[config.mk]
export PLATFORM = sky130hd
export DESIGN_NAME = ex_mem_stage_flat
export DESIGN_NICKNAME = d
export VERILOG_FILES = /design/src/rtl/ex_mem_stage_if.sv /design/src/rtl/ex_mem_stage.sv /design/src/flat_wrapper.sv
export SDC_FILE = /design/constraint.sdc
export NUM_CORES = 1
export LEC_CHECK = 0
export CAP_MARGIN = 20
export CORE_UTILIZATION = 37
export DETAILED_ROUTE_END_ITERATION = 16
export PLACE_DENSITY = 0.73
export REMOVE_ABC_BUFFERS = 1
export SYNTH_ARGS = -nofsm -noshare
export SYNTH_HDL_FRONTEND = slang
export SYNTH_SLANG_ARGS = --single-unit
export TNS_END_PERCENT = 20
[constraint.sdc]
create_clock -name CLK -period 1.5 [get_ports CLK]
set_clock_uncertainty 0.05 [all_clocks]
set_input_delay 0.3 -clock CLK [delete_from_list [all_inputs] [get_ports CLK]]
set_output_delay 0.3 -clock CLK [all_outputs]
set_load 0.02 [all_outputs]
[src/rtl/ex_mem_stage_if.sv]
// Data-memory bus between the EX/MEM pipeline stage (master) and the data memory (slave).
interface ex_mem_stage_if;
  logic        dmemREN;
  logic        dmemWEN;
  logic [31:0] dmemaddr;
  logic [31:0] dmemstore;
  logic        dhit;
  logic [31:0] dmemload;

  modport master (
    output dmemREN, dmemWEN, dmemaddr, dmemstore,
    input  dhit, dmemload
  );

  modport slave (
    input  dmemREN, dmemWEN, dmemaddr, dmemstore,
    output dhit, dmemload
  );
endinterface

[src/rtl/ex_mem_stage.sv]
// EX/MEM pipeline register with branch resolution, overflow trap, sticky halt and a
// three-state data-memory handshake that stalls upstream until the access completes.
module ex_mem_stage #(
  parameter bit OVF_TRAP = 1'b1
) (
  input  logic                  CLK,
  input  logic                  nRST,
  input  logic                  en,
  input  logic                  flush,
  input  logic [31:0]           porto,
  input  logic                  z_flag,
  input  logic                  v_flag,
  input  logic                  ovf_chk,
  input  logic                  regwr_in,
  input  logic [4:0]            wsel_in,
  input  logic                  memren_in,
  input  logic                  memwen_in,
  input  logic [31:0]           store_in,
  input  logic [1:0]            btype_in,
  input  logic [31:0]           btarget_in,
  input  logic                  halt_in,
  ex_mem_stage_if.master        dmem,
  output logic                  valid_out,
  output logic                  regwr_out,
  output logic [4:0]            wsel_out,
  output logic [31:0]           wdat_out,
  output logic                  mem_stall,
  output logic                  br_taken,
  output logic [31:0]           br_target,
  output logic                  ovf_exc,
  output logic                  halt_out
);

  typedef enum logic [1:0] {IDLE, REQ, DONE} state_t;

  state_t      state_q, state_d;
  logic        valid_q, valid_d;
  logic        regwr_q, regwr_d;
  logic        memren_q, memren_d;
  logic        memwen_q, memwen_d;
  logic [4:0]  wsel_q, wsel_d;
  logic [31:0] porto_q, porto_d;
  logic [31:0] store_q, store_d;
  logic [1:0]  btype_q, btype_d;
  logic [31:0] btarget_q, btarget_d;
  logic        z_q, z_d;
  logic        ovf_q, ovf_d;
  logic        halt_q, halt_d;
  logic [31:0] load_q, load_d;

  logic capture;
  logic trap;
  logic mem_op;

  always_comb begin
    capture   = en & (state_q != REQ) & ~halt_q;
    // A trapped instruction keeps its slot but loses every architectural side effect.
    trap      = OVF_TRAP & ovf_chk & v_flag & ~flush;
    mem_op    = ~flush & ~trap & (memren_in | memwen_in);

    state_d   = state_q;
    valid_d   = valid_q;
    regwr_d   = regwr_q;
    memren_d  = memren_q;
    memwen_d  = memwen_q;
    wsel_d    = wsel_q;
    porto_d   = porto_q;
    store_d   = store_q;
    btype_d   = btype_q;
    btarget_d = btarget_q;
    z_d       = z_q;
    ovf_d     = ovf_q;
    halt_d    = halt_q;
    load_d    = load_q;

    if (capture) begin
      state_d   = mem_op ? REQ : IDLE;
      valid_d   = ~flush;
      regwr_d   = ~flush & ~trap & regwr_in;
      memren_d  = ~flush & ~trap & memren_in;
      memwen_d  = ~flush & ~trap & memwen_in;
      btype_d   = flush ? 2'b00 : btype_in;
      wsel_d    = wsel_in;
      porto_d   = porto;
      store_d   = store_in;
      btarget_d = btarget_in;
      z_d       = z_flag;
      if (trap)
        ovf_d = 1'b1;
      if (~flush & halt_in)
        halt_d = 1'b1;
    end else if (state_q == REQ && dmem.dhit) begin
      state_d = DONE;
      // Store wins when both enables are set, so only a pure load updates the load register.
      if (memren_q & ~memwen_q)
        load_d = dmem.dmemload;
    end
  end

  always_ff @(posedge CLK or negedge nRST) begin
    if (!nRST) begin
      state_q   <= IDLE;
      valid_q   <= 1'b0;
      regwr_q   <= 1'b0;
      memren_q  <= 1'b0;
      memwen_q  <= 1'b0;
      wsel_q    <= '0;
      porto_q   <= '0;
      store_q   <= '0;
      btype_q   <= 2'b00;
      btarget_q <= '0;
      z_q       <= 1'b0;
      ovf_q     <= 1'b0;
      halt_q    <= 1'b0;
      load_q    <= '0;
    end else begin
      state_q   <= state_d;
      valid_q   <= valid_d;
      regwr_q   <= regwr_d;
      memren_q  <= memren_d;
      memwen_q  <= memwen_d;
      wsel_q    <= wsel_d;
      porto_q   <= porto_d;
      store_q   <= store_d;
      btype_q   <= btype_d;
      btarget_q <= btarget_d;
      z_q       <= z_d;
      ovf_q     <= ovf_d;
      halt_q    <= halt_d;
      load_q    <= load_d;
    end
  end

  assign mem_stall      = (state_q == REQ);
  assign dmem.dmemWEN   = mem_stall & memwen_q;
  assign dmem.dmemREN   = mem_stall & memren_q & ~memwen_q;
  assign dmem.dmemaddr  = porto_q;
  assign dmem.dmemstore = store_q;

  assign valid_out = valid_q;
  assign regwr_out = valid_q & regwr_q & ~mem_stall;
  assign wsel_out  = wsel_q;
  assign wdat_out  = memren_q ? load_q : porto_q;
  assign br_target = btarget_q;
  assign ovf_exc   = ovf_q;
  assign halt_out  = halt_q;

  always_comb begin
    br_taken = 1'b0;
    if (valid_q) begin
      unique case (btype_q)
        2'b01:   br_taken = z_q;
        2'b10:   br_taken = ~z_q;
        2'b11:   br_taken = 1'b1;
        default: br_taken = 1'b0;
      endcase
    end
  end

endmodule

[src/flat_wrapper.sv]
// flat-port wrapper written by rule: the top's interface ports become plain ports
module ex_mem_stage_flat 
#(
  parameter bit OVF_TRAP = 1'b1
)
  (CLK, nRST, en, flush, porto, z_flag, v_flag, ovf_chk, regwr_in, wsel_in, memren_in, memwen_in, store_in, btype_in, btarget_in, halt_in, valid_out, regwr_out, wsel_out, wdat_out, mem_stall, br_taken, br_target, ovf_exc, halt_out, dmem_dmemREN, dmem_dmemWEN, dmem_dmemaddr, dmem_dmemstore, dmem_dhit, dmem_dmemload);
  ex_mem_stage_if dmem_i ();
  input  logic CLK;
  input  logic nRST;
  input  logic en;
  input  logic flush;
  input  logic [31:0] porto;
  input  logic z_flag;
  input  logic v_flag;
  input  logic ovf_chk;
  input  logic regwr_in;
  input  logic [4:0] wsel_in;
  input  logic memren_in;
  input  logic memwen_in;
  input  logic [31:0] store_in;
  input  logic [1:0] btype_in;
  input  logic [31:0] btarget_in;
  input  logic halt_in;
  output logic valid_out;
  output logic regwr_out;
  output logic [4:0] wsel_out;
  output logic [31:0] wdat_out;
  output logic mem_stall;
  output logic br_taken;
  output logic [31:0] br_target;
  output logic ovf_exc;
  output logic halt_out;
  output wire logic [$bits(dmem_i.dmemREN)-1:0] dmem_dmemREN;
  output wire logic [$bits(dmem_i.dmemWEN)-1:0] dmem_dmemWEN;
  output wire logic [$bits(dmem_i.dmemaddr)-1:0] dmem_dmemaddr;
  output wire logic [$bits(dmem_i.dmemstore)-1:0] dmem_dmemstore;
  input wire logic [$bits(dmem_i.dhit)-1:0] dmem_dhit;
  input wire logic [$bits(dmem_i.dmemload)-1:0] dmem_dmemload;
  assign dmem_dmemREN = dmem_i.dmemREN;
  assign dmem_dmemWEN = dmem_i.dmemWEN;
  assign dmem_dmemaddr = dmem_i.dmemaddr;
  assign dmem_dmemstore = dmem_i.dmemstore;
  assign dmem_i.dhit = dmem_dhit;
  assign dmem_i.dmemload = dmem_dmemload;
  ex_mem_stage #(.OVF_TRAP(OVF_TRAP)) u_core (.CLK(CLK), .nRST(nRST), .en(en), .flush(flush), .porto(porto), .z_flag(z_flag), .v_flag(v_flag), .ovf_chk(ovf_chk), .regwr_in(regwr_in), .wsel_in(wsel_in), .memren_in(memren_in), .memwen_in(memwen_in), .store_in(store_in), .btype_in(btype_in), .btarget_in(btarget_in), .halt_in(halt_in), .dmem(dmem_i), .valid_out(valid_out), .regwr_out(regwr_out), .wsel_out(wsel_out), .wdat_out(wdat_out), .mem_stall(mem_stall), .br_taken(br_taken), .br_target(br_target), .ovf_exc(ovf_exc), .halt_out(halt_out));
endmodule
==> results of run 1 <==
==> registers in the layout, indices dropped and copies added, names as in the netlist <==
register	flops
u_core.halt_out	1
u_core.state_q	2
u_core.btype_q	2
u_core.load_q	32
u_core.memwen_q	1
u_core.wsel_out	5
u_core.ovf_exc	1
u_core.dmem.dmemstore	32
u_core.dmem.dmemaddr	32
u_core.memren_q	1
u_core.z_q	1
u_core.regwr_q	1
u_core.br_target	32
u_core.valid_out	1
==> kinds of logic (layout without fill, tap and decap cells) <==
kind of cell,count (synthesis),count (layout),share of synthesized area (%)
muxes,168,168,36.0
DFF,144,144,57.3
buffers and inverters,21,395,3.54
AOI/OAI and AO/OA,14,14,1.49
and+or+nand+nor,14,14,1.71
==> timing repair <==
action                                  CTS  global route
endpoints found under the setup margin  278           223
endpoints found under the hold margin    26             0
gates cloned                              2             2
setup buffers                             3             0
gates resized for setup                 447            65
pin swaps                                 3             0
hold buffers                              1             0
==> cell usage in the layout (no fill, tap or decap), drive strengths merged, types with 4 or more instances in the layout <==
cell type and instances:
a22o 4, buf 144, bufinv 4, clkbuf 26, clkdlybuf4s15 53, clkdlybuf4s50 145
dfrtp 144, dlygate4sd2 13, mux2 166, o21ai 6
==> cells in the mapped netlist, types with 2 or more instances <==
cell,count,area (um2)
dfrtp_1,144,3600
mux2_4,99,1490
mux2_2,67,754
buf_8,7,105
o21ai_0,6,30.0
a22o_1,4,35.0
buf_4,4,30.0
buf_6,4,45.0
buf_2,3,15.0
a21o_1,2,15.0
mux2i_1,2,20.0
nand2b_1,2,12.5
==> through the flow <==
stage | std cells | area [um2] | utilization, %
final | 955 | 10600 | 63.9
after global placement | 915 | 9900 | 59.7
after detailed placement | 915 | 9900 | 59.7
after global routing | 955 | 10600 | 63.9
after CTS | 953 | 10500 | 63.1
after floorplan | 341 | 6070 | -
==> layout make-up <==
class / instances / area [um2] / share of cell area (%)
inverter: 1 / 3.75 / 0.0354
sequential: 144 / 3600 / 34.0
multi-input combinational: 196 / 2510 / 23.7
clock buffer: 20 / 447 / 4.22
clock inverter: 12 / 183 / 1.72
tap: 220 / 275 / 2.60
timing repair buffer: 362 / 3570 / 33.7
==> layer usage <==
metal / share of wire, % / track usage, %
met2: 52 / 34.5
met5: 0 / 0
met1: 40 / 23.3
met4: 1.3 / 6.00
met3: 6.2 / 6.15
==> power by group through the flow <==
stage	Clock (mW)	Sequential [mW]	Combinational, mW
after floorplan	0	8.69	4.47
after global routing	4.78	7.17	12.7
after global placement	0	6.86	12.4
final	4.51	6.93	12.1
after CTS	4.62	6.89	12.0
after detailed placement	0	6.95	12.6
==> worst min-delay path by stage <==
| stage | end | startpoint |
|---|---|---|
| 4_1_cts | u_core.br_target[3]$_DFFE_PN0P_ | nRST |
| 6_report | u_core.br_target[11]$_DFFE_PN0P_ | nRST |
| 3_5_place_dp | u_core.br_target[11]$_DFFE_PN0P_ | nRST |
| 2_1_floorplan | u_core.br_target[0]$_DFFE_PN0P_ | nRST |
| 5_1_grt | u_core.br_target[3]$_DFFE_PN0P_ | nRST |
| 3_3_place_gp | u_core.br_target[22]$_DFFE_PN0P_ | nRST |
==> worst max-delay path: cells and delay by family, from the launching register on <==
family / cells / cell delay (ps)
DFF: 1 / 420
muxes: 1 / 300
buffers and inverters: 3 / 420
==> results.md, run 1 <==
- Status: finished, violations left
- Violated checks: negative setup slack
- Worst Path Max Fanout: 7
- Vias/cell: about 4.6
- Pwr Total: roughly 24 mW
- CP max stage cell: dfrtp_2
- Max clock buf depth: 2
- Flops & latches, synth: 144
- Number of fill cells: between 1,000 and 1,500
- Clock latency on the worst-skew pair: 420 ps
- P_int: 15.5 mW
- Hold Fails Final Rpt: 0
- Capture point of the critical path: wdat_out[7]
- Initial Utilization: 37.9%
- Area added between synthesis and finish: 68.4%
- Synth cell types: 29
- Routed len/inst: between 15 and 20 um
- Worst Setup End Kind: output pin
- R2r endpoint: u_core.load_q[10]$_DFFE_PN0P_
- Final layout net count: 869
- Worst R2R Path Depth: 7
- Final period util: 128%
- Reg power frac: 29.4%
- CTS sink cnt: 144
- Num rows: 47
- Total GRT Usage: 19.8%
- Switching Share: approximately 34%
- Lkg Pwr: 4.92 nW
- Max Cap Viol: 0
- Critical path class: flip-flop to output pin
- CTS buffer count: 17
- Die width: 132 um
- Grt total ovfl: 0
- WP data arrival: 1560 ps
- TritonRoute pass-1 iters: 4
- 1st-iter DRT viols: 122
- H-tree levels: 4
- RSZ-0062 raised after global routing: yes
- Routed wire length: 17.0 mm
- Ports: 288
- Post-route minimum period: 1910 ps
- Syn Std Cell Area: 6290 um2
- First-pass GRT wire length: ~27 mm
- Die area: about 18,000 um2
- Share of post-route cells with drive strength above 1: 48.2%
- Worst path max stage delay: 420 ps
- Synthesized area per cell: 17.4 um2
- Drc violations: 0
- Clk Tree Root Cell: clkbuf_16
- Slew Viols, Final: 0
- Net Sw Power: just over 8 mW
- Slew @ Worst Pin: 345 ps
- Sequential fraction of the synthesis area: 57.3%
- Max-slew headroom: ~77%
- Fin Setup TNS: -29,730 ps
- Fmax: 523 MHz
- Std-Cell Core Area: between 15,000 and 20,000 um2
- Die height: 132 um
- Post-synth ARST share: between 90% and 100%
- Critical Path Start Type: flip-flop
- Reg2reg start: u_core.memren_q$_DFFE_PN0P_
- Gpl congestion: 0.830
- Largest net degree at the start of global routing: 50
- Synth warnings: 0
- Pre-CTS WS: -406 ps
- CTS tree: done
- DP Wirelength: 12.3 mm
- Post-synth EDFFs: 0
- Setup violators final: 164
- Vias: 4,432
- IO Port Bufs: ~290
- Worst IR Drop VDD: about 0.0012 V
- Hold WS: between 200 and 300 ps
- Initial antenna violation count: 0
- Cell Chain, Critical Path: buf_12 -> buf_12 -> mux2_4 -> buf_6
- Clock slew at reported path FFs: 60 ps
- Required time worst endpoint: 1150 ps
- Vias in the first global route: 4,882
- Type of the worst min-delay path: primary input to asynchronous set/reset pin
- Gate power share: 51.5%
- Setup WS post-layout: -413 ps
- Post-Synthesis Cells: 361
- Critical Path Start: u_core.memren_q$_DFFE_PN0P_
- Post-synth top flop: dfrtp_1
- Clock network power share: 19.1%
- # diodes: 0
- Pwr Density: 2230 nW/um2
- Routed Antenna Nets: 0
- CP dominant cell by count: buf_12
- R2R Setup Slk: -300 ps
Power figures use the tool's default switching activity.
==> inputs of run 2 (changes only) <==
CORE_UTILIZATION = 38   (was 37)
PLACE_DENSITY = 0.74   (was 0.73)
SLEW_MARGIN = 20   (was default)
==> results.md, run 2 (synthesized netlist as in run 1, its figures left out) <==
- Status: finished, violations left
- Violated checks: negative setup slack
- Worst R2R Path Depth: 7 (unchanged)
- Routed wire length: 17.9 mm (+5.1%)
- Max-slew headroom: 78.2% (+1.4 points)
- Post-route minimum period: 1940 ps (+23.8 ps)
- Worst IR Drop VDD: 0.00124 V (+5.8%)
- Vias in the first global route: 4,847 (-0.72%)
- Worst Setup End Kind: output pin
- Commonest non-fill, non-tap cells in the layout: 145 x clkdlybuf4s50_1, 143 x dfrtp_1, 121 x mux2_4
- Required time worst endpoint: 1150 ps (about the same)
- Setup WS post-layout: -436 ps (-23.8 ps)
- Worst Path Max Fanout: 8 (+1)
- Pwr Density: 2220 nW/um2 (-0.10%)
- Clock latency on the worst-skew pair: 410 ps (about the same)
- Gpl congestion: 0.741 (-11%)
- Fmax: 516 MHz (-1.2%)
- Largest net degree at the start of global routing: 45 (-10%)
- Die area: 17,100 um2 (-2.6%)
- Met2 usage: 37.7% (+3.2 points)
- Std-Cell Core Area: 16,000 um2 (-3.5%)
- Routing usage on met3: 6.51% (+0.36 points)
- Slew Viols, Final: 0 (unchanged)
- CTS tree: done
- Type of the worst min-delay path: primary input to asynchronous set/reset pin
- Vias: 4,439 (+0.16%)
- Post-layout util: 66.0% (+2.2 points)
- Critical Path Start Type: flip-flop
- R2r endpoint: u_core.dmem.dmemstore[8]$_DFFE_PN0P_
- Die width: 131 um (-1.3%)
- Post-route cell area: 10,600 um2 (-0.22%)
- Final period util: 129% (+1.6 points)
- RSZ-0062 raised after global routing: yes
- Final layout net count: 875 (+0.69%)
- TritonRoute pass-1 iters: 4 (unchanged)
- H-tree levels: 4 (unchanged)
- DP Wirelength: 12.6 mm (+2.3%)
- Initial Utilization: 39.3% (+1.4 points)
- WP data arrival: 1590 ps (+30 ps)
- Lkg Pwr: 4.99 nW (+1.3%)
- Hold Fails Final Rpt: 0 (unchanged)
- 1st-iter DRT viols: 160 (+31%)
- Num rows: 46 (-2.1%)
- Max Cap Viol: 0 (unchanged)
- Clk Tree Root Cell: clkbuf_16
- Setup violators final: 174 (+6.1%)
- Routed Antenna Nets: 0 (unchanged)
- Routed len/inst: 18.7 um (+4.9%)
- Placed Area: 9920 um2 (+0.19%)
- Reg2reg start: u_core.state_q[0]$_DFFE_PN0P_
- Grt total ovfl: 0 (unchanged)
- Initial antenna violation count: 1 (+1)
- R2R Setup Slk: -210 ps (+90 ps)
- Vias/cell: 4.64 (about the same)
- Max clock buf depth: 2 (unchanged)
- Global routing's busiest layer: met2
- Clock slew at reported path FFs: 60 ps (about the same)
- CTS sink cnt: 144 (unchanged)
- Total GRT Usage: 20.9% (+1.1 points)
- GR Layer Usage met1: 23.6% (+0.28 points)
- Die height: 131 um (-1.3%)
- Area added between synthesis and finish: 68.0%
- IO Port Bufs: 287 (unchanged)
- Share of post-route cells with drive strength above 1: 49.5% (+1.3 points)
- Drc violations: 0 (unchanged)
- Ports: 288 (unchanged)
- Slew @ Worst Pin: 327 ps (-17.8 ps)
- Commonest non-fill, non-tap cell in the layout: clkdlybuf4s50_1
- Critical path class: flip-flop to output pin
- First-pass GRT wire length: 26.5 mm (-0.44%)
- CTS buffer count: 17 (unchanged)
-- run 2: changes by cell type in the layout (fill, tap and decap cells not counted), sizes merged --
cell           change
clkdlybuf4s15      -8
clkbuf             +3
dlygate4sd2        +6
clkinv             +2
diode              +1
buf                +6
inv                -2
clkinvlp           -2
-- run 2: worst max path at each step --
stage	start	endpoint	slack [ps]	depth (start not counted)
floorplan	u_core.halt_out$_DFFE_PN0P_	u_core.br_target[23]$_DFFE_PN0P_	-1090	3
global placement	u_core.memren_q$_DFFE_PN0P_	wdat_out[6]	-360	3
detailed placement	u_core.memren_q$_DFFE_PN0P_	wdat_out[24]	-390	3
CTS	u_core.memren_q$_DFFE_PN0P_	wdat_out[28]	-460	4
global route	u_core.memren_q$_DFFE_PN0P_	wdat_out[21]	-470	4
finish	u_core.memren_q$_DFFE_PN0P_	wdat_out[21]	-440	4
-- run 2: per-layer routing --
metal  wire [um]  vias up
li1            -     2017
met1        6930     2236
met2        9590      165
met3        1120       21
met4         270        0
met5           0        -
-- run 2: power breakdown --
group	internal, mW	leakage (nW)	switching, mW
logic	6.71	2.94	5.33
clock network	2.86	0.303	1.61
registers	5.82	1.75	1.18
total	15.4	4.99	8.11
-- run 2: final cells by class --
type / count / area (um2)
Fill cell: 1212 / 5430
Timing Repair Buffer: 368 / 3480
Antenna cell: 1 / 2.50
Tap cell: 216 / 270
Clock buffer: 21 / 460
Multi-Input combinational cell: 196 / 2580
Inverter: 1 / 3.75
Sequential cell: 144 / 3600
Clock inverter: 10 / 160
-- run 2: what timing repair did --
action | CTS | global route
endpoints found under the setup margin | 284 | 226
hold endpoints to repair | 27 | 0
hold buffers | 1 | 0
setup buffers | 6 | 0
gates cloned | 2 | 2
pin swaps | 8 | 3
resized for setup | 450 | 62
-- run 2: metrics by stage --
step                hold slack, ps  setup WS [ps]  power [mW]  cells  setup TNS, ps
floorplan                    -45.6          -1090        13.2    341        -150280
global placement               155           -359        19.3    916         -50170
detailed placement             156           -387        19.6    916         -53060
CTS                            286           -455        23.6    956         -40440
global route                   305           -470        24.6    957         -44430
finish                         284           -436        23.5    957         -34830
-- run 2: worst max-delay path: stages (launching register included) --
cell and delay, ps:
dfrtp_2 440, buf_12 140, buf_12 140, mux2_4 310, buf_6 130
==> inputs of run 3 (changes only) <==
ABC_AREA = 1   (was default)
CORE_UTILIZATION = 37   (was 38)
==> results.md, run 3 <==
- Routed wire length: 20.9 mm (+17%)
- Required time worst endpoint: 1150 ps (about the same)
- IO Port Bufs: 287 (unchanged)
- Commonest non-fill, non-tap cells in the layout: 385 x nand2_1, 145 x clkdlybuf4s50_1, 141 x dfrtp_1
- Initial antenna violation count: 0 (-1)
- Commonest non-fill, non-tap cell in the layout: nand2_1
- Die width: 130 um (-0.45%)
- Synth warnings: 0 (unchanged)
- Pre-CTS WS: -324 ps (+62.9 ps)
- Placed Area: 9600 um2 (-3.2%)
- CTS tree: done
- Synth cell types: 17 (-41%)
- Setup WS post-layout: -325 ps (+111 ps)
- Flops & latches, synth: 144 (unchanged)
- Ports: 288 (unchanged)
- CTS buffer count: 17 (unchanged)
- 1st-iter DRT viols: 249 (+56%)
- Pwr Total: 8.67 mW (-63%)
- Lkg Pwr: 6.64 nW (+33%)
- Initial Utilization: 38.1% (-1.2 points)
- Number of fill cells: 1,182 (-2.5%)
- Routed len/inst: 16.1 um (-14%)
- First-pass GRT wire length: 29.0 mm (+9.6%)
- Top cell type by total area after synthesis: dfrtp_1
- Multi-input logic area: 2560 um2 (-1.0%)
- Post-synth ARST share: 100% (unchanged)
- Fin Setup TNS: -10,070 ps (+24,760 ps)
- Worst path max stage delay: 430 ps (about the same)
- Largest net degree at the start of global routing: 61 (+36%)
- # diodes: 0 (-1)
- Type of the worst min-delay path: primary input to asynchronous set/reset pin
- Fmax: 548 MHz (+6.1%)
- Hold WS: 255 ps (-28.9 ps)
- Worst IR Drop VDD: 0.000775 V (-38%)
- CP max stage cell: dfrtp_2
- Syn Std Cell Area: 6070 um2 (-3.5%)
- Clock latency on the worst-skew pair: 410 ps (about the same)
- Max Cap Viol: 0 (unchanged)
- Setup violators final: 57 (-67%)
- Max-slew headroom: 78.7% (+0.51 points)
- Net Sw Power: 1.84 mW (-77%)
- Num rows: 46 (unchanged)
- Reg power frac: 44.8% (+15 points)
- Worst R2R Path Depth: 8 (+1)
- Total GRT Usage: 22.6% (+1.7 points)
- Worst Setup End Kind: output pin
- Violated checks: negative setup slack
- Max clock buf depth: 2 (unchanged)
- Gate power share: 5.8% (-45 points)
- Routed Antenna Nets: 0 (unchanged)
- Die area: 16,900 um2 (-0.90%)
- Share of post-route cells with drive strength above 1: 22.7% (-27 points)
- Final period util: 122% (-7.4 points)
- Area added between synthesis and finish: 80.8%
- Synth cell count leaders: 387 x nand2_1, 144 x dfrtp_1, 38 x nor2_1
- Vias: 6,051 (+36%)
- Cell Chain, Critical Path: buf_6 -> clkbuf_16 -> a21oi_1 -> buf_4
- TritonRoute pass-1 iters: 4 (unchanged)
- Gpl congestion: 0.764 (+3.0%)
- Grt total ovfl: 0 (unchanged)
- Pwr Density: 791 nW/um2 (-64%)
- Post-route minimum period: 1830 ps (-111 ps)
- Synth area leaders: dfrtp_1 59%, nand2_1 24%, o21bai_1 4.1%
- RSZ-0062 raised after global routing: yes
- Post-Synthesis Cells: 732 (+100%)
- Synthesized area per cell: 8.29 um2 (-52%)
- Reg2reg start: u_core.memren_q$_DFFE_PN0P_
- Std-Cell Core Area: 15,900 um2 (-0.36%)
- Status: finished, violations left
- DP Wirelength: 13.3 mm (+5.8%)
- Slew @ Worst Pin: 319 ps (-7.70 ps)
- Clock slew at reported path FFs: 60 ps (about the same)
- Slew Viols, Final: 0 (unchanged)
- Critical Path Start Type: flip-flop
- Drc violations: 0 (unchanged)
- P_int: 6.83 mW (-56%)
- Critical path class: flip-flop to output pin
- Storage element area: 3610 um2 (about the same)
- WP data arrival: 1480 ps (-110 ps)
- Vias in the first global route: 5,607 (+16%)
- R2R Setup Slk: -20 ps (+190 ps)
- Clock network power share: 49.4% (+30 points)
- CTS sink cnt: 144 (unchanged)
- Switching Share: 21.3% (-13 points)
- Final layout net count: 1,215 (+39%)
- Vias/cell: 4.67 (+0.58%)
- Clk Tree Root Cell: clkbuf_16
- Worst Path Max Fanout: 7 (-1)
- Hold Fails Final Rpt: 0 (unchanged)
- H-tree levels: 4 (unchanged)
- R2r endpoint: u_core.load_q[13]$_DFFE_PN0P_
- Sequential fraction of the synthesis area: 59.4% (+2.1 points)
- Die height: 130 um (-0.45%)
- Post-synth top flop: dfrtp_1
- Post-route cell area: 11,000 um2 (+3.8%)
- Post-synth EDFFs: 0 (unchanged)
- Yosys top cell area share: 59.4% (+2.1 points)
- Most frequent cell after synthesis: nand2_1
## run 3: cell types whose count changed after synthesis, moves of 4 or more
cell      before  now
nor2_1         1   38
clkbuf_1       1    8
nand2_1        1  387
nand3_1        0    5
a21oi_1        1   33
buf_2          3   19
o21bai_1       0   33
buf_1          0    4
buf_8          7    0
mux2_2        67    0
mux2_4        99    0
a22o_1         4    0
inv_1          1   37
## run 3: timing repair
action,in CTS,in global routing
endpoints found under the hold margin,144,0
pin swaps,4,31
setup buffers,2,2
hold buffers,1,0
resized for setup,317,247
endpoints found under the setup margin,173,150
gates cloned,1,6
## run 3: worst max-delay path, delay by kind of cell (launching register included)
family          cells  cell delay, ps
buf+inv             3             480
flops               1             430
compound gates      1             150
## run 3: per-layer routing
layer	track usage [%]	vias up	wire, um
met1	27.3	2851	8230
met3	7.75	49	1680
li1	-	2912	-
met2	37.0	239	10300
met5	0	-	0
met4	9.23	0	658
## run 3: logic make-up after synthesis
family	count (synthesis)	share of synthesized area, %
buffers and inverters	78	5.77
flip-flops	144	59.4
AO/OA/AOI/OAI	75	7.55
AND/OR/NAND/NOR	435	27.3
## run 3: worst max path at each step
stage | start | endpoint | slack, ps
after floorplan | u_core.memren_q$_DFFE_PN0P_ | u_core.load_q[0]$_DFFE_PN0P_ | -1730
after global placement | u_core.memren_q$_DFFE_PN0P_ | wdat_out[22] | -260
after detailed placement | u_core.memren_q$_DFFE_PN0P_ | wdat_out[4] | -320
after CTS | u_core.memren_q$_DFFE_PN0P_ | wdat_out[2] | -450
after global routing | u_core.memren_q$_DFFE_PN0P_ | wdat_out[21] | -410
final | u_core.memren_q$_DFFE_PN0P_ | wdat_out[13] | -330
## run 3: stage by stage
stage	cells	utilization (%)
after global placement	1254	60.2
after CTS	1290	63.3
after floorplan	693	-
final	1297	68.8
after detailed placement	1254	60.2
after global routing	1297	68.8
## run 3: layout make-up
type / count / share of cell area [%]
timing repair buffer: 356 / 34.6
clock inverter: 12 / 1.21
clock buffer: 20 / 4.25
multi-input combinational: 510 / 23.3
sequential: 144 / 32.9
tap: 216 / 2.46
inverter: 39 / 1.33
## run 3: power groups by stage
stage	logic (mW)	clock network [mW]	registers, mW
2_1_floorplan	0.0120	0	3.96
3_3_place_gp	0.497	0	3.96
3_5_place_dp	0.500	0	3.96
4_1_cts	0.505	4.37	3.89
5_1_grt	0.544	4.53	3.89
6_report	0.501	4.28	3.89
